<file path="src/rtl/id_ex_stage_pkg.sv">
// Shared definitions for the ID/EX stage: ALU op codes, MIPS opcode/funct values
// and the decoded-control record produced by the ALU control decoder.
package id_ex_stage_pkg;

    typedef enum logic [3:0] {
        ALU_SLL = 4'd0,
        ALU_SRL = 4'd1,
        ALU_SRA = 4'd2,
        ALU_ADD = 4'd3,
        ALU_SUB = 4'd4,
        ALU_AND = 4'd5,
        ALU_OR  = 4'd6,
        ALU_XOR = 4'd7,
        ALU_NOR = 4'd8,
        ALU_SLT = 4'd9
    } alu_op_e;

    localparam logic [5:0] OP_RTYPE = 6'h00;
    localparam logic [5:0] OP_ADDI  = 6'h08;
    localparam logic [5:0] OP_ADDIU = 6'h09;
    localparam logic [5:0] OP_SLTI  = 6'h0A;
    localparam logic [5:0] OP_ANDI  = 6'h0C;
    localparam logic [5:0] OP_ORI   = 6'h0D;
    localparam logic [5:0] OP_XORI  = 6'h0E;
    localparam logic [5:0] OP_LUI   = 6'h0F;
    localparam logic [5:0] OP_LW    = 6'h23;
    localparam logic [5:0] OP_SW    = 6'h2B;

    localparam logic [5:0] FN_SLL  = 6'h00;
    localparam logic [5:0] FN_SRL  = 6'h02;
    localparam logic [5:0] FN_SRA  = 6'h03;
    localparam logic [5:0] FN_SLLV = 6'h04;
    localparam logic [5:0] FN_SRLV = 6'h06;
    localparam logic [5:0] FN_SRAV = 6'h07;
    localparam logic [5:0] FN_ADD  = 6'h20;
    localparam logic [5:0] FN_ADDU = 6'h21;
    localparam logic [5:0] FN_SUB  = 6'h22;
    localparam logic [5:0] FN_SUBU = 6'h23;
    localparam logic [5:0] FN_AND  = 6'h24;
    localparam logic [5:0] FN_OR   = 6'h25;
    localparam logic [5:0] FN_XOR  = 6'h26;
    localparam logic [5:0] FN_NOR  = 6'h27;
    localparam logic [5:0] FN_SLT  = 6'h2A;

    // Encoding 0 of each select is the plain rs/rt path so an all-zero bubble reads register 0.
    typedef enum logic [1:0] {OP1_RS, OP1_RT, OP1_IMM} op1_sel_e;
    typedef enum logic [2:0] {OP2_RT, OP2_SHAMT, OP2_RS5, OP2_IMM, OP2_SIXTEEN} op2_sel_e;
    typedef enum logic [1:0] {DEST_NONE, DEST_RD, DEST_RT} dest_sel_e;

    typedef struct packed {
        alu_op_e   alu_op;
        op1_sel_e  op1_sel;
        op2_sel_e  op2_sel;
        logic      imm_sext;
        dest_sel_e dest_sel;
        logic      reg_write;
        logic      mem_read;
        logic      mem_write;
        logic      mem_to_reg;
        logic      uses_rt;
    } ctrl_t;

    localparam ctrl_t CTRL_NOP = '{alu_op: ALU_ADD, op1_sel: OP1_RS, op2_sel: OP2_RT,
                                   imm_sext: 1'b0, dest_sel: DEST_NONE, reg_write: 1'b0,
                                   mem_read: 1'b0, mem_write: 1'b0, mem_to_reg: 1'b0,
                                   uses_rt: 1'b0};

    function automatic ctrl_t r_ctrl(input alu_op_e op, input op1_sel_e s1, input op2_sel_e s2);
        ctrl_t c;
        c           = CTRL_NOP;
        c.alu_op    = op;
        c.op1_sel   = s1;
        c.op2_sel   = s2;
        c.dest_sel  = DEST_RD;
        c.reg_write = 1'b1;
        c.uses_rt   = 1'b1;
        return c;
    endfunction

    function automatic ctrl_t i_ctrl(input alu_op_e op, input op1_sel_e s1, input op2_sel_e s2,
                                     input logic sext);
        ctrl_t c;
        c           = CTRL_NOP;
        c.alu_op    = op;
        c.op1_sel   = s1;
        c.op2_sel   = s2;
        c.imm_sext  = sext;
        c.dest_sel  = DEST_RT;
        c.reg_write = 1'b1;
        return c;
    endfunction

endpackage

</file>
<file path="src/rtl/id_ex_stage_if.sv">
// ID/EX bus: decoded ID fields and forwarding sources in, ALU operands and EX controls out.
interface id_ex_stage_if #(parameter int N = 32);
    logic                id_valid;
    logic [5:0]          id_opcode;
    logic [5:0]          id_funct;
    logic [4:0]          id_shamt;
    logic [4:0]          id_rs;
    logic [4:0]          id_rt;
    logic [4:0]          id_rd;
    logic [N-1:0]        id_rs_data;
    logic [N-1:0]        id_rt_data;
    logic [15:0]         id_imm;
    logic                stall_i;
    logic                flush_i;
    logic                exmem_reg_write;
    logic [4:0]          exmem_rd;
    logic [N-1:0]        exmem_result;
    logic                memwb_reg_write;
    logic [4:0]          memwb_rd;
    logic [N-1:0]        memwb_result;
    logic                load_use_o;
    logic                ex_valid;
    logic [3:0]          alu_op_code;
    logic signed [N-1:0] alu_operand1;
    logic signed [N-1:0] alu_operand2;
    logic [4:0]          ex_dest;
    logic                ex_reg_write;
    logic                ex_mem_read;
    logic                ex_mem_write;
    logic                ex_mem_to_reg;
    logic [N-1:0]        ex_store_data;

    modport master (
        output id_valid, id_opcode, id_funct, id_shamt, id_rs, id_rt, id_rd,
               id_rs_data, id_rt_data, id_imm, stall_i, flush_i,
               exmem_reg_write, exmem_rd, exmem_result,
               memwb_reg_write, memwb_rd, memwb_result,
        input  load_use_o, ex_valid, alu_op_code, alu_operand1, alu_operand2, ex_dest,
               ex_reg_write, ex_mem_read, ex_mem_write, ex_mem_to_reg, ex_store_data
    );

    modport slave (
        input  id_valid, id_opcode, id_funct, id_shamt, id_rs, id_rt, id_rd,
               id_rs_data, id_rt_data, id_imm, stall_i, flush_i,
               exmem_reg_write, exmem_rd, exmem_result,
               memwb_reg_write, memwb_rd, memwb_result,
        output load_use_o, ex_valid, alu_op_code, alu_operand1, alu_operand2, ex_dest,
               ex_reg_write, ex_mem_read, ex_mem_write, ex_mem_to_reg, ex_store_data
    );
endinterface

</file>
<file path="src/rtl/id_ex_stage_alu_control.sv">
// Combinational decoder: opcode/funct to ALU op, operand selects, immediate extension
// and EX/MEM control bits. Unknown encodings decode as a NOP (ADD, no side effects).
module id_ex_stage_alu_control
    import id_ex_stage_pkg::*;
(
    input  logic [5:0] opcode_i,
    input  logic [5:0] funct_i,
    output ctrl_t      ctrl_o
);

    always_comb begin
        ctrl_o = CTRL_NOP;
        if (opcode_i == OP_RTYPE) begin
            case (funct_i)
                FN_SLL:           ctrl_o = r_ctrl(ALU_SLL, OP1_RT, OP2_SHAMT);
                FN_SRL:           ctrl_o = r_ctrl(ALU_SRL, OP1_RT, OP2_SHAMT);
                FN_SRA:           ctrl_o = r_ctrl(ALU_SRA, OP1_RT, OP2_SHAMT);
                FN_SLLV:          ctrl_o = r_ctrl(ALU_SLL, OP1_RT, OP2_RS5);
                FN_SRLV:          ctrl_o = r_ctrl(ALU_SRL, OP1_RT, OP2_RS5);
                FN_SRAV:          ctrl_o = r_ctrl(ALU_SRA, OP1_RT, OP2_RS5);
                FN_ADD, FN_ADDU:  ctrl_o = r_ctrl(ALU_ADD, OP1_RS, OP2_RT);
                FN_SUB, FN_SUBU:  ctrl_o = r_ctrl(ALU_SUB, OP1_RS, OP2_RT);
                FN_AND:           ctrl_o = r_ctrl(ALU_AND, OP1_RS, OP2_RT);
                FN_OR:            ctrl_o = r_ctrl(ALU_OR,  OP1_RS, OP2_RT);
                FN_XOR:           ctrl_o = r_ctrl(ALU_XOR, OP1_RS, OP2_RT);
                FN_NOR:           ctrl_o = r_ctrl(ALU_NOR, OP1_RS, OP2_RT);
                FN_SLT:           ctrl_o = r_ctrl(ALU_SLT, OP1_RS, OP2_RT);
                default:          ctrl_o = CTRL_NOP;
            endcase
        end else begin
            case (opcode_i)
                OP_ADDI, OP_ADDIU: ctrl_o = i_ctrl(ALU_ADD, OP1_RS, OP2_IMM, 1'b1);
                OP_SLTI:           ctrl_o = i_ctrl(ALU_SLT, OP1_RS, OP2_IMM, 1'b1);
                OP_ANDI:           ctrl_o = i_ctrl(ALU_AND, OP1_RS, OP2_IMM, 1'b0);
                OP_ORI:            ctrl_o = i_ctrl(ALU_OR,  OP1_RS, OP2_IMM, 1'b0);
                OP_XORI:           ctrl_o = i_ctrl(ALU_XOR, OP1_RS, OP2_IMM, 1'b0);
                OP_LUI:            ctrl_o = i_ctrl(ALU_SLL, OP1_IMM, OP2_SIXTEEN, 1'b0);
                OP_LW: begin
                    ctrl_o            = i_ctrl(ALU_ADD, OP1_RS, OP2_IMM, 1'b1);
                    ctrl_o.mem_read   = 1'b1;
                    ctrl_o.mem_to_reg = 1'b1;
                end
                OP_SW: begin
                    // Stores read rt for data and write no register.
                    ctrl_o           = i_ctrl(ALU_ADD, OP1_RS, OP2_IMM, 1'b1);
                    ctrl_o.dest_sel  = DEST_NONE;
                    ctrl_o.reg_write = 1'b0;
                    ctrl_o.mem_write = 1'b1;
                    ctrl_o.uses_rt   = 1'b1;
                end
                default:           ctrl_o = CTRL_NOP;
            endcase
        end
    end

endmodule

</file>
<file path="src/rtl/id_ex_stage.sv">
// ID/EX pipeline register with load-use hazard detection and EX/MEM, MEM/WB operand
// forwarding; ALU operands are muxed combinationally from the registered fields.
module id_ex_stage
    import id_ex_stage_pkg::*;
#(
    parameter int N = 32
) (
    input logic          clk,
    input logic          rst_n,
    id_ex_stage_if.slave bus
);

    typedef struct packed {
        logic         vld;
        alu_op_e      op;
        op1_sel_e     op1_sel;
        op2_sel_e     op2_sel;
        logic [N-1:0] imm;
        logic [4:0]   shamt;
        logic [4:0]   rs;
        logic [4:0]   rt;
        logic [4:0]   dest;
        logic [N-1:0] rs_data;
        logic [N-1:0] rt_data;
        logic         reg_write;
        logic         mem_read;
        logic         mem_write;
        logic         mem_to_reg;
    } stage_t;

    stage_t       stage_d, stage_q;
    ctrl_t        id_ctrl;
    logic [4:0]   id_dest;
    logic [N-1:0] imm_ext;
    logic         load_use;
    logic [N-1:0] fwd_rs, fwd_rt, op1, op2;

    function automatic logic [N-1:0] fwd(
        input logic [4:0] r,   input logic [N-1:0] rdata,
        input logic exw,       input logic [4:0] exrd, input logic [N-1:0] exres,
        input logic wbw,       input logic [4:0] wbrd, input logic [N-1:0] wbres
    );
        if (r == 5'd0)                 return '0;
        else if (exw && (exrd == r))   return exres;
        else if (wbw && (wbrd == r))   return wbres;
        else                           return rdata;
    endfunction

    id_ex_stage_alu_control u_alu_control (
        .opcode_i (bus.id_opcode),
        .funct_i  (bus.id_funct),
        .ctrl_o   (id_ctrl)
    );

    always_comb begin
        case (id_ctrl.dest_sel)
            DEST_RD: id_dest = bus.id_rd;
            DEST_RT: id_dest = bus.id_rt;
            default: id_dest = 5'd0;
        endcase
        imm_ext = id_ctrl.imm_sext ? {{(N-16){bus.id_imm[15]}}, bus.id_imm}
                                   : {{(N-16){1'b0}}, bus.id_imm};
    end

    assign load_use = bus.id_valid & stage_q.vld & stage_q.mem_read & (stage_q.dest != 5'd0) &
                      ((stage_q.dest == bus.id_rs) |
                       ((stage_q.dest == bus.id_rt) & id_ctrl.uses_rt));

    // ---- ID -> EX register: flush > stall > load-use bubble > capture ----
    always_comb begin
        stage_d = stage_q;
        if (bus.flush_i) begin
            stage_d = '0;
        end else if (bus.stall_i) begin
            stage_d = stage_q;
        end else if (load_use) begin
            stage_d = '0;
        end else begin
            stage_d.vld        = bus.id_valid;
            stage_d.op         = id_ctrl.alu_op;
            stage_d.op1_sel    = id_ctrl.op1_sel;
            stage_d.op2_sel    = id_ctrl.op2_sel;
            stage_d.imm        = imm_ext;
            stage_d.shamt      = bus.id_shamt;
            stage_d.rs         = bus.id_rs;
            stage_d.rt         = bus.id_rt;
            stage_d.dest       = id_dest;
            stage_d.rs_data    = bus.id_rs_data;
            stage_d.rt_data    = bus.id_rt_data;
            stage_d.reg_write  = bus.id_valid & id_ctrl.reg_write & (id_dest != 5'd0);
            stage_d.mem_read   = bus.id_valid & id_ctrl.mem_read;
            stage_d.mem_write  = bus.id_valid & id_ctrl.mem_write;
            stage_d.mem_to_reg = bus.id_valid & id_ctrl.mem_to_reg;
        end
    end

    always_ff @(posedge clk or negedge rst_n) begin
        if (!rst_n) stage_q <= '0;
        else        stage_q <= stage_d;
    end

    // ---- EX: forwarding and operand muxes ----
    always_comb begin
        fwd_rs = fwd(stage_q.rs, stage_q.rs_data,
                     bus.exmem_reg_write, bus.exmem_rd, bus.exmem_result,
                     bus.memwb_reg_write, bus.memwb_rd, bus.memwb_result);
        fwd_rt = fwd(stage_q.rt, stage_q.rt_data,
                     bus.exmem_reg_write, bus.exmem_rd, bus.exmem_result,
                     bus.memwb_reg_write, bus.memwb_rd, bus.memwb_result);
    end

    always_comb begin
        case (stage_q.op1_sel)
            OP1_RT:  op1 = fwd_rt;
            OP1_IMM: op1 = stage_q.imm;
            default: op1 = fwd_rs;
        endcase
        case (stage_q.op2_sel)
            OP2_SHAMT:   op2 = N'(stage_q.shamt);
            OP2_RS5:     op2 = N'(fwd_rs[4:0]);
            OP2_IMM:     op2 = stage_q.imm;
            OP2_SIXTEEN: op2 = N'(16);
            default:     op2 = fwd_rt;
        endcase
    end

    assign bus.load_use_o    = load_use;
    assign bus.ex_valid      = stage_q.vld;
    assign bus.alu_op_code   = stage_q.op;
    assign bus.alu_operand1  = op1;
    assign bus.alu_operand2  = op2;
    assign bus.ex_dest       = stage_q.dest;
    assign bus.ex_reg_write  = stage_q.reg_write;
    assign bus.ex_mem_read   = stage_q.mem_read;
    assign bus.ex_mem_write  = stage_q.mem_write;
    assign bus.ex_mem_to_reg = stage_q.mem_to_reg;
    assign bus.ex_store_data = fwd_rt;

endmodule

</file>
<file path="src/flat_wrapper.sv">
// flat-port wrapper written by rule: the top's interface ports become plain ports
module id_ex_stage_flat import id_ex_stage_pkg::*;
#(
    parameter int N = 32
)
  (clk, rst_n, bus_id_valid, bus_id_opcode, bus_id_funct, bus_id_shamt, bus_id_rs, bus_id_rt, bus_id_rd, bus_id_rs_data, bus_id_rt_data, bus_id_imm, bus_stall_i, bus_flush_i, bus_exmem_reg_write, bus_exmem_rd, bus_exmem_result, bus_memwb_reg_write, bus_memwb_rd, bus_memwb_result, bus_load_use_o, bus_ex_valid, bus_alu_op_code, bus_alu_operand1, bus_alu_operand2, bus_ex_dest, bus_ex_reg_write, bus_ex_mem_read, bus_ex_mem_write, bus_ex_mem_to_reg, bus_ex_store_data);
  id_ex_stage_if #(.N(N)) bus_i ();
  input logic clk;
  input logic rst_n;
  input wire logic [$bits(bus_i.id_valid)-1:0] bus_id_valid;
  input wire logic [$bits(bus_i.id_opcode)-1:0] bus_id_opcode;
  input wire logic [$bits(bus_i.id_funct)-1:0] bus_id_funct;
  input wire logic [$bits(bus_i.id_shamt)-1:0] bus_id_shamt;
  input wire logic [$bits(bus_i.id_rs)-1:0] bus_id_rs;
  input wire logic [$bits(bus_i.id_rt)-1:0] bus_id_rt;
  input wire logic [$bits(bus_i.id_rd)-1:0] bus_id_rd;
  input wire logic [$bits(bus_i.id_rs_data)-1:0] bus_id_rs_data;
  input wire logic [$bits(bus_i.id_rt_data)-1:0] bus_id_rt_data;
  input wire logic [$bits(bus_i.id_imm)-1:0] bus_id_imm;
  input wire logic [$bits(bus_i.stall_i)-1:0] bus_stall_i;
  input wire logic [$bits(bus_i.flush_i)-1:0] bus_flush_i;
  input wire logic [$bits(bus_i.exmem_reg_write)-1:0] bus_exmem_reg_write;
  input wire logic [$bits(bus_i.exmem_rd)-1:0] bus_exmem_rd;
  input wire logic [$bits(bus_i.exmem_result)-1:0] bus_exmem_result;
  input wire logic [$bits(bus_i.memwb_reg_write)-1:0] bus_memwb_reg_write;
  input wire logic [$bits(bus_i.memwb_rd)-1:0] bus_memwb_rd;
  input wire logic [$bits(bus_i.memwb_result)-1:0] bus_memwb_result;
  output wire logic [$bits(bus_i.load_use_o)-1:0] bus_load_use_o;
  output wire logic [$bits(bus_i.ex_valid)-1:0] bus_ex_valid;
  output wire logic [$bits(bus_i.alu_op_code)-1:0] bus_alu_op_code;
  output wire logic [$bits(bus_i.alu_operand1)-1:0] bus_alu_operand1;
  output wire logic [$bits(bus_i.alu_operand2)-1:0] bus_alu_operand2;
  output wire logic [$bits(bus_i.ex_dest)-1:0] bus_ex_dest;
  output wire logic [$bits(bus_i.ex_reg_write)-1:0] bus_ex_reg_write;
  output wire logic [$bits(bus_i.ex_mem_read)-1:0] bus_ex_mem_read;
  output wire logic [$bits(bus_i.ex_mem_write)-1:0] bus_ex_mem_write;
  output wire logic [$bits(bus_i.ex_mem_to_reg)-1:0] bus_ex_mem_to_reg;
  output wire logic [$bits(bus_i.ex_store_data)-1:0] bus_ex_store_data;
  assign bus_i.id_valid = bus_id_valid;
  assign bus_i.id_opcode = bus_id_opcode;
  assign bus_i.id_funct = bus_id_funct;
  assign bus_i.id_shamt = bus_id_shamt;
  assign bus_i.id_rs = bus_id_rs;
  assign bus_i.id_rt = bus_id_rt;
  assign bus_i.id_rd = bus_id_rd;
  assign bus_i.id_rs_data = bus_id_rs_data;
  assign bus_i.id_rt_data = bus_id_rt_data;
  assign bus_i.id_imm = bus_id_imm;
  assign bus_i.stall_i = bus_stall_i;
  assign bus_i.flush_i = bus_flush_i;
  assign bus_i.exmem_reg_write = bus_exmem_reg_write;
  assign bus_i.exmem_rd = bus_exmem_rd;
  assign bus_i.exmem_result = bus_exmem_result;
  assign bus_i.memwb_reg_write = bus_memwb_reg_write;
  assign bus_i.memwb_rd = bus_memwb_rd;
  assign bus_i.memwb_result = bus_memwb_result;
  assign bus_load_use_o = bus_i.load_use_o;
  assign bus_ex_valid = bus_i.ex_valid;
  assign bus_alu_op_code = bus_i.alu_op_code;
  assign bus_alu_operand1 = bus_i.alu_operand1;
  assign bus_alu_operand2 = bus_i.alu_operand2;
  assign bus_ex_dest = bus_i.ex_dest;
  assign bus_ex_reg_write = bus_i.ex_reg_write;
  assign bus_ex_mem_read = bus_i.ex_mem_read;
  assign bus_ex_mem_write = bus_i.ex_mem_write;
  assign bus_ex_mem_to_reg = bus_i.ex_mem_to_reg;
  assign bus_ex_store_data = bus_i.ex_store_data;
  id_ex_stage #(.N(N)) u_core (.clk(clk), .rst_n(rst_n), .bus(bus_i));
endmodule
</file>
<file path="config.mk">
export PLATFORM = sky130hd
export DESIGN_NAME = id_ex_stage_flat
export DESIGN_NICKNAME = d
export VERILOG_FILES = /design/src/rtl/id_ex_stage_pkg.sv /design/src/rtl/id_ex_stage_if.sv /design/src/rtl/id_ex_stage_alu_control.sv /design/src/rtl/id_ex_stage.sv /design/src/flat_wrapper.sv
export SDC_FILE = /design/constraint.sdc
export NUM_CORES = 1
export LEC_CHECK = 0
export BUFFER_PORTS_ARGS = -buffer_cell sky130_fd_sc_hd__buf_2
export CORE_UTILIZATION = 45
export CTS_CLUSTER_DIAMETER = 50
export DETAILED_ROUTE_END_ITERATION = 10
export GPL_TIMING_DRIVEN = 1
export HOLD_SLACK_MARGIN = 0.08
export PLACE_DENSITY = 0.8
export SYNTH_ARGS = -nofsm -noshare
export SYNTH_HDL_FRONTEND = slang
export SYNTH_SLANG_ARGS = --single-unit
</file>
<file path="constraint.sdc">
create_clock -name clk -period 5.87 [get_ports clk]
set_input_delay 0.2935 -clock clk [delete_from_list [all_inputs] [get_ports clk]]
set_output_delay 0.2935 -clock clk [all_outputs]
set_load 0.1 [all_outputs]
</file>
* Yosys cells after proc, flatten, opt, wreduce, memory -nomap -nowiden
Memories as Yosys holds them, arrays and structs flattened.
Cells that the tools add are included.
** Operators by class
- Bitwise gates (word level) :: 11
- Eq/ne operators :: 24
- Reductions and logical operators :: 10
- Mux-type cells :: 15
** Operators by type and width (number)
- $mux W130 :: 3
- $mux W32 :: 7
- $pmux W17 S8 :: 1
- $pmux W32 S4 :: 1
- $pmux W32 S2 :: 1
- $eq A6 B4 Y1 const B :: 7
- $eq A5 B5 Y1 :: 6
- $mux W17 :: 1
- $eq A6 B6 Y1 const B :: 2
- $and A1 B1 Y1 :: 10
- $logic_not A5 Y1 :: 2
- $pmux W5 S2 :: 1
- $reduce_bool A5 Y1 :: 2
- $eq A3 B2 Y1 const B :: 2
- $logic_not A6 Y1 :: 1
- $eq A2 B1 Y1 const B :: 2
- $eq A2 B2 Y1 const B :: 2
- $logic_and A1 B1 Y1 :: 4
- $eq A3 B1 Y1 const B :: 1
- $eq A3 B3 Y1 const B :: 1
- $ne A2 B1 Y1 const B :: 1
- $reduce_or A2 Y1 :: 1
- $or A1 B1 Y1 :: 1
** Word-level totals
- Logic and storage cells :: 76
- Bits of input ports :: 193
- Memories :: 1
- Bits in read-only memories :: 640
- Output and inout bits :: 111
- Register bits :: 130
** Memories
- (name not given) :: words 64, bits a word 10, read ports 1, clocked after Yosys merged registers in 0, write ports 0, RTL line id_ex_stage_alu_control.sv:14 : case (funct_i)

* Logic depth before layout (Yosys ltp)
Gate-level depths: netlist of the first run.
- Word-level depth :: 11
- Mapped depth :: 11
- Gate-level depth less buffers :: 8

* Cells and area by module
Synthesis of the first run repeated with hierarchy kept, for this count alone.
** Unflattened totals
- Cell total of the unflattened synthesis :: 823
- Area, all modules :: 7399.6 sq um
** By module, submodules not included
- id_ex_stage :: sequential area each 2877.8 sq um, cells an instance 759, area an instance 6952.9 sq um, times used 1
- id_ex_stage_alu_control :: sequential area each 0.0 sq um, cells an instance 64, area an instance 446.7 sq um, times used 1

* Worst setup path before layout of the first run
Ideal clock, no wire load.
- Kind :: register to output
- From :: register u_core.stage_q[76] (netlist bit)
- To :: output bus_alu_operand2[1]
- Data required time :: 5.577 ns
- Path buffers :: 2
- Slack :: 0.212 ns
- Arrival :: 5.364 ns
- Cell stages (with the launch flop) :: 9
- Cells stage by stage :: dfrtp_1 > xor2_1 > nor4_1 > and3_1 > buf_2 > buf_4 > mux2i_1 > a211oi_1 > a2bb2oi_1
** Between the ends
- Word-level cells in the longest chain between the ends :: 6
- Elaborated cells on any way between the ends :: 9
- Classes of those cells :: eq/ne: 2; mux: 4; reduce/logical: 3
** Ends and longest elaborated chain
- start, declared :: RTL line id_ex_stage.sv:31 : stage_t stage_d, stage_q;
- start signal, assigned :: RTL line id_ex_stage.sv:99 : else stage_q <= stage_d;
- $eq A5 B5 Y1 :: RTL line id_ex_stage.sv:45 : else if (wbw && (wbrd == r)) return wbres;
- $logic_and A1 B1 Y1 :: RTL line id_ex_stage.sv:45
- $mux W32 :: RTL line id_ex_stage.sv:45
- $mux W32 :: RTL line id_ex_stage.sv:44 : else if (exw && (exrd == r)) return exres;
- $mux W32 * :: RTL line id_ex_stage.sv:43 : if (r == 5'd0) return '0;
- named net bus_ex_store_data[1] :: RTL line flat_wrapper.sv:38 : output wire logic [$bits(bus_i.ex_store_data)-1:0] bus_ex_store_data;
- $pmux W32 S4 * :: RTL line id_ex_stage.sv:118 : case (stage_q.op2_sel)
- end, declared :: RTL line flat_wrapper.sv:32 : output wire logic [$bits(bus_i.alu_operand2)-1:0] bus_alu_operand2;
Mark *: on every way through the listed nets, which the timed path passes. The rest lies on a longest branch.

* Worst setup path in the final report of the first run
- From :: register u_core.stage_q[76] (netlist bit)
- To :: output bus_alu_operand1[5]
** Between the ends
- Word-level cells in the longest chain between the ends :: 6
- Elaborated cells on any way between the ends :: 9
- Classes of those cells :: eq/ne: 2; mux: 4; reduce/logical: 3
** Ends and longest elaborated chain
- $eq A5 B5 Y1 :: RTL line id_ex_stage.sv:45
- $logic_and A1 B1 Y1 :: RTL line id_ex_stage.sv:45
- $mux W32 :: RTL line id_ex_stage.sv:45
- $mux W32 :: RTL line id_ex_stage.sv:44
- $mux W32 * :: RTL line id_ex_stage.sv:43
- $pmux W32 S2 * :: RTL line id_ex_stage.sv:113 : case (stage_q.op1_sel)
- end, declared :: RTL line flat_wrapper.sv:31 : output wire logic [$bits(bus_i.alu_operand1)-1:0] bus_alu_operand1;
Every way passes the cells marked *; elsewhere a longest branch is shown, timed or not.

==> impl_metrics.csv, run 1 <==
group,metric,value,unit
clock_network,cts_htree_levels,4,
floorplanning,chipHeight,130.7,um
setup_path,crit_arrival,3.70,ns
setup_path,r2r-start,"u_core.bus.ex_dest[2]",
hold_path,holdPathStages,2,
routing,drt_iter0_drc,580,
grt,first_global_vias,6964,
final_layout,final_cells,1264,
synth,avgSynthCellArea,9.692,sq um
synth,syn_nets,968,
clock_network,clk_pin_slew,0.05,ns
floorplanning,rows,46,
clock_network,cts_buffer_depth,2,
synth,synth_seq_cells,113,
clock_network,cts.sinks,113,
synth,syn_area,7453,sq um
power,p_per_area,278.1,nW/um^2
routing,drc,0,
power,p_leak,5.079,nW
synth,synth_edf_count,0,
setup_path,r2r-end,"u_core.stage_q[65]",
routing,vias,7625,
floorplanning,start_util,46.58,%
final_layout,finalCoreUtilization,59.95,%
routing,wl_per_cell,21.72,um
floorplanning,die_w,130.7,um
placement,port_buffers,303,
timing,max_freq,250.5,MHz
timing,relSlewSlack,20.94,%
setup_path,crit_path_end_kind,"primary output",
grt,grt-ovfl-total,0,
hold_path,min_to,"u_core.stage_q[7]",
setup_path,cp_max_fo,32,
timing,finalClockSkew,0.01011,ns
synth,synth_seq_area_share,37.94,%
synth,synth_top_area_share,37.94,%
routing,routed_via_density,6.032,
final_layout,nNetsFinal,1227,
flow_run,maxCapViolations,0,
grt,grt_start_max_net_pins,90,
power,vdd_ir_drop_max,0.2064,mV
setup_path,critPathKind,"flip-flop to primary output",
synth,synth_flop_cell,"dfrtp_1",
timing,setup_tns,0,ns
timing,drv_slew,0,
timing,setup_viol,0,
placement,dp_hpwl,19840,um
grt,grt_use_total,31.36,%
timing,hold_ws,0.09402,ns
clock_network,postCtsResizedCells,0,
floorplanning,die-area,17080,sq um
synth,yosysTopAreaCell,"dfrtp_1",
routing,antenna_left,0,
setup_path,r2r_setup_slack,3.12,ns
grt,antenna_found_initial,10,
timing,final.min_clock_period,3.991,ns
outcome,outcome,"finished clean",
clock_network,cts_buffers,17,
setup_path,rr_worst_depth,7,
hold_path,min-delay-path-class,"primary input to flip-flop",
synth,yosysWarnings,0,
synth,synth-async-reset-ratio,100.0,%
routing,wl,27450,um
grt,grt_pass1_wl,39590,um
placement,place.gp.congestion,0.9490,
synth,synthTopCellsByArea,"dfrtp_1 (38%), a22o_1 (13%), mux2i_1 (8.7%)",
synth,syn_inst,769,
hold_path,min_from,"bus_id_rt_data[3]",
floorplanning,io_pins,304,
setup_path,crit_path_start_kind,"flip-flop",
placement,dp_cells,1223,
timing,rsz0062_at_grt,"no",
final_layout,area_growth_syn_to_layout,28.71,%
timing,final_hold_viol_count,0,
floorplanning,design.core.area,16000,sq um
synth,synth.distinct_cells,50,
routing,firstDrtPassIters,7,
setup_path,cp.required,5.58,ns
timing,timing_worst_slew_pin_value,1.186,ns
clock_network,cts_tree,"yes",
clock_network,root_buffer,"clkbuf_16",
final_layout,drive_above_1_share,36.63,%
timing,fin_crit_sh,68.00,%
clock_network,clock_latency,0.42,ns
## per-layer routing
| metal | global-route usage (%) | vias up | routed length [um] |
|---|---|---|---|
| met1 | 41.03 | 3662 | 11240 |
| li1 | - | 3416 | - |
| met4 | 16.97 | 8 | 1276 |
| met3 | 8.062 | 100 | 2572 |
| met5 | 0 | - | 45 |
| met2 | 47.56 | 439 | 12320 |
## worst max-delay path by stage
| stage | end | startpoint | slack, ns | depth (start not counted) |
|---|---|---|---|---|
| global placement | bus_alu_operand1[5] | u_core.stage_q[76] | 2.42 | 7 |
| global route | bus_alu_operand1[5] | u_core.stage_q[74] | 1.80 | 7 |
| floorplan | bus_alu_operand2[1] | u_core.stage_q[76] | 0.21 | 8 |
| finish | bus_alu_operand1[5] | u_core.stage_q[76] | 1.88 | 7 |
| detailed placement | bus_alu_operand1[5] | u_core.stage_q[76] | 2.38 | 7 |
| CTS | bus_alu_operand1[5] | u_core.stage_q[76] | 1.93 | 7 |
## cells in the mapped netlist, drive strengths merged (2+ instances only)
cell type and n:
nor2b 5, a31oi 2, a211o 32, buf 28, nand4 3, nor4b 2, a211oi 4, a21o 6
o221ai 29, inv 39, o21ai 44, nand3 7, nand3b 2, a22o 110, clkbuf 45, nor2 52
nand2b 3, mux2i 65, mux2 30, ha 6, a22oi 5, a2bb2oi 3, xnor2 20, and3 3
xor2 13, a32o 8, dfrtp 113, o21a 3, nor3 10, nand2 45, a21oi 16, or4 4
## through the flow
stage	total power, mW	setup slack, ns	cell area [sq um]
2_1_floorplan	1.440	0.2122	7453
3_3_place_gp	1.648	2.424	8976
3_5_place_dp	1.653	2.379	8976
4_1_cts	2.669	1.927	9573
5_1_grt	2.754	1.805	9583
6_report	2.668	1.879	9593
## report_power, final
part | switching [mW] | total (mW) | internal [mW]
clock network | 0.358 | 1.02 | 0.660
logic | 0.602 | 0.794 | 0.192
registers | 0.0369 | 0.856 | 0.819
## cells by family (layout without fill, tap and decap cells)
logic type | count (synthesis) | count (layout) | synth area share (%)
compound gates | 269 | 269 | 28.39
xor+xnor | 33 | 33 | 3.878
other cells | 0 | 8 | 0
fa+ha+maj | 6 | 6 | 1.007
mux | 95 | 95 | 13.26
flops | 113 | 113 | 37.94
buf+inv | 112 | 383 | 6.866
simple gates | 141 | 141 | 8.662
## what timing repair did
| item | CTS | global route |
|---|---|---|
| hold endpoints to repair | 42 | 0 |
| setup buffers | 0 | 0 |
| hold buffers | 2 | 0 |
## worst max-delay path: stages (launching register included)
cell and delay, ns:
dfrtp_1 0.43, xor2_1 0.18, nor4_1 0.26, and3_2 0.96, mux2i_1 0.20, a211o_1 0.36
o221ai_1 0.35, buf_2 0.51
## final cells by class
class,count,area (sq um)
Fill cell,1408,6407
Timing Repair Buffer,313,1599
Inverter,39,146.4
Sequential cell,113,2828
Clock inverter,11,140.1
Antenna cell,8,20.02
Tap cell,216,270.3
Clock buffer,20,436.7
Multi-Input combinational cell,544,4153
## flip-flops by register name, summed over array words and instances, names as in the netlist
| name | flops |
|---|---|
| u_core.bus.ex_valid | 1 |
| u_core.bus.ex_dest | 5 |
| u_core.bus.ex_reg_write | 1 |
| u_core.bus.ex_mem_read | 1 |
| u_core.bus.alu_op_code | 4 |
| u_core.bus.ex_mem_write | 1 |
| u_core.stage_q | 100 |
## layout by cell type, fill, tap and decap left out, types with 4 or more instances in the layout
| cell type | n |
|---|---|
| mux2i_1 | 65 |
| a22o_1 | 110 |
| o21ai_0 | 43 |
| a32o_1 | 8 |
| nand3_1 | 7 |
| ha_1 | 6 |
| nor3_1 | 9 |
| buf_2 | 302 |
| clkinv_2 | 4 |
| nor2_1 | 50 |
| a211o_1 | 32 |
| o221ai_1 | 29 |
| inv_1 | 39 |
| clkbuf_16 | 17 |
| a22oi_1 | 5 |
| a21o_1 | 6 |
| xor2_1 | 13 |
| a21oi_1 | 16 |
| buf_4 | 9 |
| mux2_2 | 30 |
| nand2_1 | 45 |
| diode_2 | 8 |
| a211oi_1 | 4 |
| nor2b_1 | 4 |
| xnor2_1 | 19 |
| dfrtp_1 | 113 |
| clkinvlp_4 | 4 |
(Power assumes the default switching activity.)
==> run 2: changes to the inputs <==
--- a/config.mk
+++ b/config.mk
@@ -11,7 +11,7 @@
 export DETAILED_ROUTE_END_ITERATION = 10
 export GPL_TIMING_DRIVEN = 1
 export HOLD_SLACK_MARGIN = 0.08
-export PLACE_DENSITY = 0.8
+export PLACE_DENSITY = 0.83
 export SYNTH_ARGS = -nofsm -noshare
 export SYNTH_HDL_FRONTEND = slang
 export SYNTH_SLANG_ARGS = --single-unit
==> constraint.sdc (replaced) <==
create_clock -name clk -period 3.45 [get_ports clk]
set_input_delay 0.1725 -clock clk [delete_from_list [all_inputs] [get_ports clk]]
set_output_delay 0.1725 -clock clk [all_outputs]
set_load 0.1 [all_outputs]
==> run 2 against run 1 <==
  * Register-to-register slack worse by 1.8 ns
  * Cell count up 7.8%
  * Critical path depth stayed put
  * Largest cell class unchanged
  * Setup slack worse by 1.8 ns
  * First-iteration DRC count increased by 31%
  * Highest routed layer unchanged
  * Worst hold slack gained 0.028 ns
  * Clock skew decreased by 0.0020 ns
  * Sequential power up 71%
==> impl_metrics.csv, run 2 (synthesis results as in run 1) <==
group,metric,value,unit
final_layout,area_growth_syn_to_layout,47.73,%
timing,setup_viol,0,
floorplanning,rows,46,
floorplanning,design.core.area,16000,sq um
routing,wl,28830,um
placement,placed_area,9392,sq um
power,vdd_ir_drop_max,0.3342,mV
grt,grt_use_total,33.53,%
routing,antenna_left,0,
clock_network,cts_tree,"yes",
clock_network,cts_htree_levels,4,
floorplanning,io_pins,304,
setup_path,crit_path_start_kind,"flip-flop",
hold_path,min-delay-path-class,"primary input to flip-flop",
final_layout,final_common_cell,"buf_2",
timing,drv_slew,0,
setup_path,crit_arrival,3.16,ns
floorplanning,die-area,17080,sq um
timing,fin_crit_sh,96.65,%
routing,wl_per_cell,21.15,um
power,p_leak,5.631,nW
placement,dp_hpwl,18930,um
grt,grt-ovfl-total,0,
setup_path,cp.required,3.28,ns
floorplanning,chipHeight,130.7,um
clock_network,root_buffer,"clkbuf_16",
floorplanning,die_w,130.7,um
placement,port_buffers,303,
timing,relSlewSlack,33.72,%
clock_network,cts_buffer_depth,2,
clock_network,cts.sinks,113,
setup_path,path_cells,"xnor2_1 -> nand4_1 -> or3_2 -> buf_4 -> a211o_1 -> o21ai_1 -> buf_2",
grt,antenna_found_initial,3,
routing,drc,0,
final_layout,design_area,11010,sq um
final_layout,largest-register,"u_core.stage_q",
clock_network,post-cts-setup-buffers,0,
timing,max_freq,299.9,MHz
floorplanning,start_util,46.58,%
placement,dp_cells,1231,
routing,firstDrtPassIters,7,
final_layout,final_cells,1363,
setup_path,critPathKind,"flip-flop to primary output",
final_layout,largest_reg_flops,100,
timing,finalClockSkew,0.008061,ns
setup_path,crit_path_end_kind,"primary output",
grt,grt_pass1_wl,43170,um
routing,vias,8281,
timing,timing_worst_slew_pin_value,0.9942,ns
grt,first_global_vias,8078,
timing,rsz0062_at_grt,"no",
grt,grt_start_max_net_pins,75,
final_layout,nNetsFinal,1331,
placement,place.gp.congestion,0.9390,
clock_network,clock_latency,0.40,ns
clock_network,cts_buffers,17,
setup_path,cp_max_fo,69,
final_layout,drive_above_1_share,34.93,%
power,p_per_area,438.7,nW/um^2
setup_path,cp_slowest_cell,"buf_2",
setup_path,slowest_delay,0.49,ns
outcome,outcome,"finished clean",
timing,final_hold_viol_count,0,
clock_network,clk_pin_slew,0.06,ns
routing,drt_iter0_drc,759,
routing,routed_via_density,6.076,
timing,final.min_clock_period,3.335,ns
final_layout,final_cell_mix,"buf_2 (284), dfrtp_1 (113), a22o_1 (110)",
flow_run,maxCapViolations,0,
run 2: cell count changes in the layout (fill, tap and decap cells not counted), moves of 5 or more:
| cell | before | now |
|---|---|---|
| o21ai_1 | 0 | 26 |
| buf_2 | 302 | 284 |
| diode_2 | 8 | 2 |
| o21ai_0 | 43 | 17 |
| buf_12 | 0 | 20 |
| dlygate4sd3_1 | 2 | 98 |
| clkbuf_8 | 0 | 5 |
run 2: final cells by class:
type / count / area, sq um
inverters: 39 / 146.4
repair buffers: 417 / 2915
fillers: 1144 / 4990
clock inverters: 8 / 123.9
well taps: 216 / 270.3
multi-input cells: 544 / 4220
diodes: 2 / 5.005
clock buffers: 24 / 501.7
flip-flops and latches: 113 / 2828
run 2: power by group:
group / switching [mW] / leakage (nW) / internal (mW)
clock: 0.618 / 0.303 / 1.23
sequential: 0.0614 / 1.51 / 1.39
combinational: 1.07 / 3.82 / 0.453
run 2: through the flow:
stage / power, mW / utilization [%] / setup WS (ns) / setup TNS (ns) / hold WS, ns
after detailed placement: 2.877 / 58.70 / 0.6515 / 0 / 0.3928
after floorplan: 2.464 / - / -0.05381 / -0.05381 / -0.1231
after CTS: 4.819 / 68.74 / 0.2074 / 0 / 0.09043
after global placement: 2.861 / 58.70 / 0.6759 / 0 / 0.3706
after global routing: 4.992 / 68.81 / 0.009164 / 0 / 0.1048
final: 4.831 / 68.81 / 0.1154 / 0 / 0.1217
run 2: path summary, 6_finish.rpt:
path / from / endpoint / slack (ns) / depth (start not counted)
max: u_core.stage_q[73] / bus_alu_operand2[28] / 0.12 / 7
min: bus_id_rd[3] / u_core.bus.ex_dest[3] / 0.12 / 3
max reg2reg: u_core.bus.ex_dest[2] / u_core.stage_q[41] / 1.29 / 7
min reg2reg: u_core.bus.ex_mem_write / u_core.bus.ex_mem_write / 0.49 / 1
max in group asynchronous: rst_n / u_core.stage_q[10] / 2.17 / 3
min in group asynchronous: rst_n / u_core.bus.ex_reg_write / 0.45 / 2
run 2: what timing repair did:
item / in CTS / in global routing
endpoints found under the hold margin: 173 / 0
setup endpoints to repair: 0 / 3
hold buffers: 98 / 0
resized for setup: 0 / 3
run 2: routing by layer:
layer,share of wire (%),routed length (um),global-route usage [%],vias up
met4,3.9,1115,16.90,4
li1,-,-,-,3628
met1,38,11030,39.05,3962
met2,49,14010,53.41,563
met5,0.15,44,2.353,-
met3,9.1,2630,13.19,124
run 2: critical path, delay by kind of cell, from the launching register on:
family	cells	cell delay (ns)
buffers and inverters	2	0.83
DFF	1	0.42
AOI/OAI and AO/OA	2	0.68
and+or+nand+nor	2	0.57
xor gates and xnor gates	1	0.18
==> run 3: changes to the inputs <==
--- a/config.mk
+++ b/config.mk
@@ -6,12 +6,12 @@
 export NUM_CORES = 1
 export LEC_CHECK = 0
 export BUFFER_PORTS_ARGS = -buffer_cell sky130_fd_sc_hd__buf_2
-export CORE_UTILIZATION = 45
+export CORE_UTILIZATION = 30
 export CTS_CLUSTER_DIAMETER = 50
 export DETAILED_ROUTE_END_ITERATION = 10
 export GPL_TIMING_DRIVEN = 1
 export HOLD_SLACK_MARGIN = 0.08
-export PLACE_DENSITY = 0.83
+export PLACE_DENSITY = 0.61
 export SYNTH_ARGS = -nofsm -noshare
 export SYNTH_HDL_FRONTEND = slang
 export SYNTH_SLANG_ARGS = --single-unit
==> run 3 against run 2 <==
  * Cell count up 8.2%
  * Flip-flop and latch count unchanged
  * Clock power down 5%
  * First-iteration DRC count down 18%
  * Largest cell class unchanged
  * Highest routed layer unchanged
==> impl_metrics.csv, run 3 (synthesis results as in run 1) <==
group,metric,value,unit
final_layout,design_area,11370,sq um
floorplanning,rows,57,
placement,place.gp.congestion,0.9132,
hold_path,min_to,"u_core.bus.ex_dest[1]",
setup_path,r2r-start,"u_core.bus.ex_dest[2]",
placement,dp_hpwl,21750,um
final_layout,area_growth_syn_to_layout,52.49,%
final_layout,final_common_cell,"buf_2",
clock_network,cts_buffer_depth,2,
timing,final.min_clock_period,3.159,ns
final_layout,largest-register,"u_core.stage_q",
setup_path,crit_path_end_kind,"primary output",
timing,rsz0062_at_grt,"no",
routing,wl_per_cell,20.74,um
timing,drv_slew,0,
grt,grt_pass1_wl,47330,um
power,p_int,2.980,mW
routing,drt_iter0_drc,619,
setup_path,r2r-end,"u_core.bus.ex_valid",
final_layout,nNetsFinal,1336,
power,power_switching,1.792,mW
clock_network,root_buffer,"clkbuf_16",
clock_network,postCtsResizedCells,0,
timing,max_freq,316.5,MHz
floorplanning,chipHeight,159.6,um
timing,setup_viol,0,
timing,final_hold_viol_count,0,
clock_network,clk_pin_slew,0.06,ns
routing,routed_via_density,5.407,
setup_path,critPathKind,"flip-flop to primary output",
flow_run,maxCapViolations,0,
floorplanning,start_util,30.65,%
placement,placed_area,9789,sq um
final_layout,finalCoreUtilization,46.74,%
grt,grt-ovfl-total,0,
clock_network,cts_tree,"yes",
timing,finalClockSkew,0.01111,ns
routing,firstDrtPassIters,5,
setup_path,cp_max_fo,32,
clock_network,cts_htree_levels,4,
power,pwr-share-clk,36.8,%
placement,port_buffers,303,
clock_network,post-cts-setup-buffers,0,
setup_path,crit_arrival,2.99,ns
clock_network,clock_latency,0.40,ns
hold_path,holdPathStages,3,
final_layout,fillers,2312,
timing,hold_ws,0.1216,ns
power,p_leak,5.696,nW
floorplanning,die-area,25480,sq um
routing,wl,30590,um
clock_network,cts.sinks,113,
setup_path,rr_worst_depth,7,
setup_path,r2r_setup_slack,1.10,ns
hold_path,min-delay-path-class,"primary input to flip-flop",
final_layout,drive_above_1_share,34.87,%
timing,setup_tns,0,ns
grt,grt_start_max_net_pins,70,
floorplanning,design.core.area,24320,sq um
grt,antenna_found_initial,2,
final_layout,largest_reg_flops,100,
setup_path,cp.required,3.28,ns
outcome,outcome,"finished clean",
final_layout,final_cells,1475,
placement,dp_cells,1342,
timing,timing_worst_slew_pin_value,0.9463,ns
setup_path,crit_path_start_kind,"flip-flop",
clock_network,cts_buffers,17,
power,combinationalPowerShare,32.9,%
routing,drc,0,
power,vdd_ir_drop_max,0.2631,mV
power,swShare,37.55,%
floorplanning,io_pins,304,
grt,first_global_vias,7852,
final_layout,final_cell_mix,"buf_2 (275), dfrtp_1 (113), a22o_1 (110)",
floorplanning,die_w,159.6,um
timing,relSlewSlack,36.78,%
routing,antenna_left,0,
power,p_per_area,419.9,nW/um^2
grt,grt_use_total,23.96,%
power,seqPwrFrac,30.4,%
routing,vias,7975,
timing,fin_crit_sh,91.58,%
hold_path,min_from,"bus_id_rd[1]",
[run 3: worst max path at each step]
stage                                   from                  end  slack, ns  cells after the start
after floorplan           u_core.stage_q[75]  bus_alu_operand2[1]      -0.05                      8
after global placement    u_core.stage_q[76]  bus_alu_operand1[1]       0.77                      8
after detailed placement  u_core.stage_q[76]  bus_alu_operand1[1]       0.72                      8
after CTS                 u_core.stage_q[76]  bus_alu_operand1[1]       0.28                      8
after global routing      u_core.stage_q[76]  bus_alu_operand1[1]       0.14                      8
final                     u_core.stage_q[76]  bus_alu_operand1[1]       0.29                      8
[run 3: metrics by stage]
stage | setup slack, ns | power [mW]
2_1_floorplan | -0.05381 | 2.464
3_3_place_gp | 0.7747 | 2.938
3_5_place_dp | 0.7221 | 2.944
4_1_cts | 0.2806 | 4.802
5_1_grt | 0.1357 | 4.956
6_report | 0.2906 | 4.773
[run 3: power groups by stage]
stage / clock [mW] / combinational [mW] / sequential (mW)
finish: 1.75 / 1.57 / 1.45
global placement: 0 / 1.47 / 1.47
detailed placement: 0 / 1.47 / 1.47
CTS: 1.79 / 1.57 / 1.45
global route: 1.86 / 1.64 / 1.46
floorplan: 0 / 1.01 / 1.46
[run 3: routing by layer]
| layer | vias to the layer above | part of all wire (%) | GRT usage [%] |
|---|---|---|---|
| li1 | 3638 | - | - |
| met4 | 2 | 2.0 | 6.337 |
| met5 | - | 0.043 | 0 |
| met3 | 47 | 6.4 | 5.143 |
| met2 | 349 | 48 | 39.32 |
| met1 | 3939 | 44 | 31.81 |
[run 3: what timing repair did]
| action | in CTS | in global routing |
|---|---|---|
| hold buffers | 100 | 0 |
| hold endpoints to repair | 153 | 0 |
| setup endpoints to repair | 0 | 0 |
[run 3: final cells by class]
type	count	area (sq um)	share of cell area [%]
multi-input cells	544	4218	37.11
repair buffers	422	3193	28.09
flip-flops and latches	113	2828	24.88
clock buffers	22	464.2	4.084
well taps	324	405.4	3.567
inverters	39	146.4	1.288
clock inverters	10	108.9	0.9577
diodes	1	2.502	0.02202
[run 3: worst max-delay path: stages (launching register included)]
cell and delay, ns:
dfrtp_1 0.43, xor2_1 0.19, nor4_1 0.28, and3_2 0.25
buf_12 0.27, mux2i_1 0.19, a211o_1 0.33, a22oi_2 0.17
buf_2 0.45
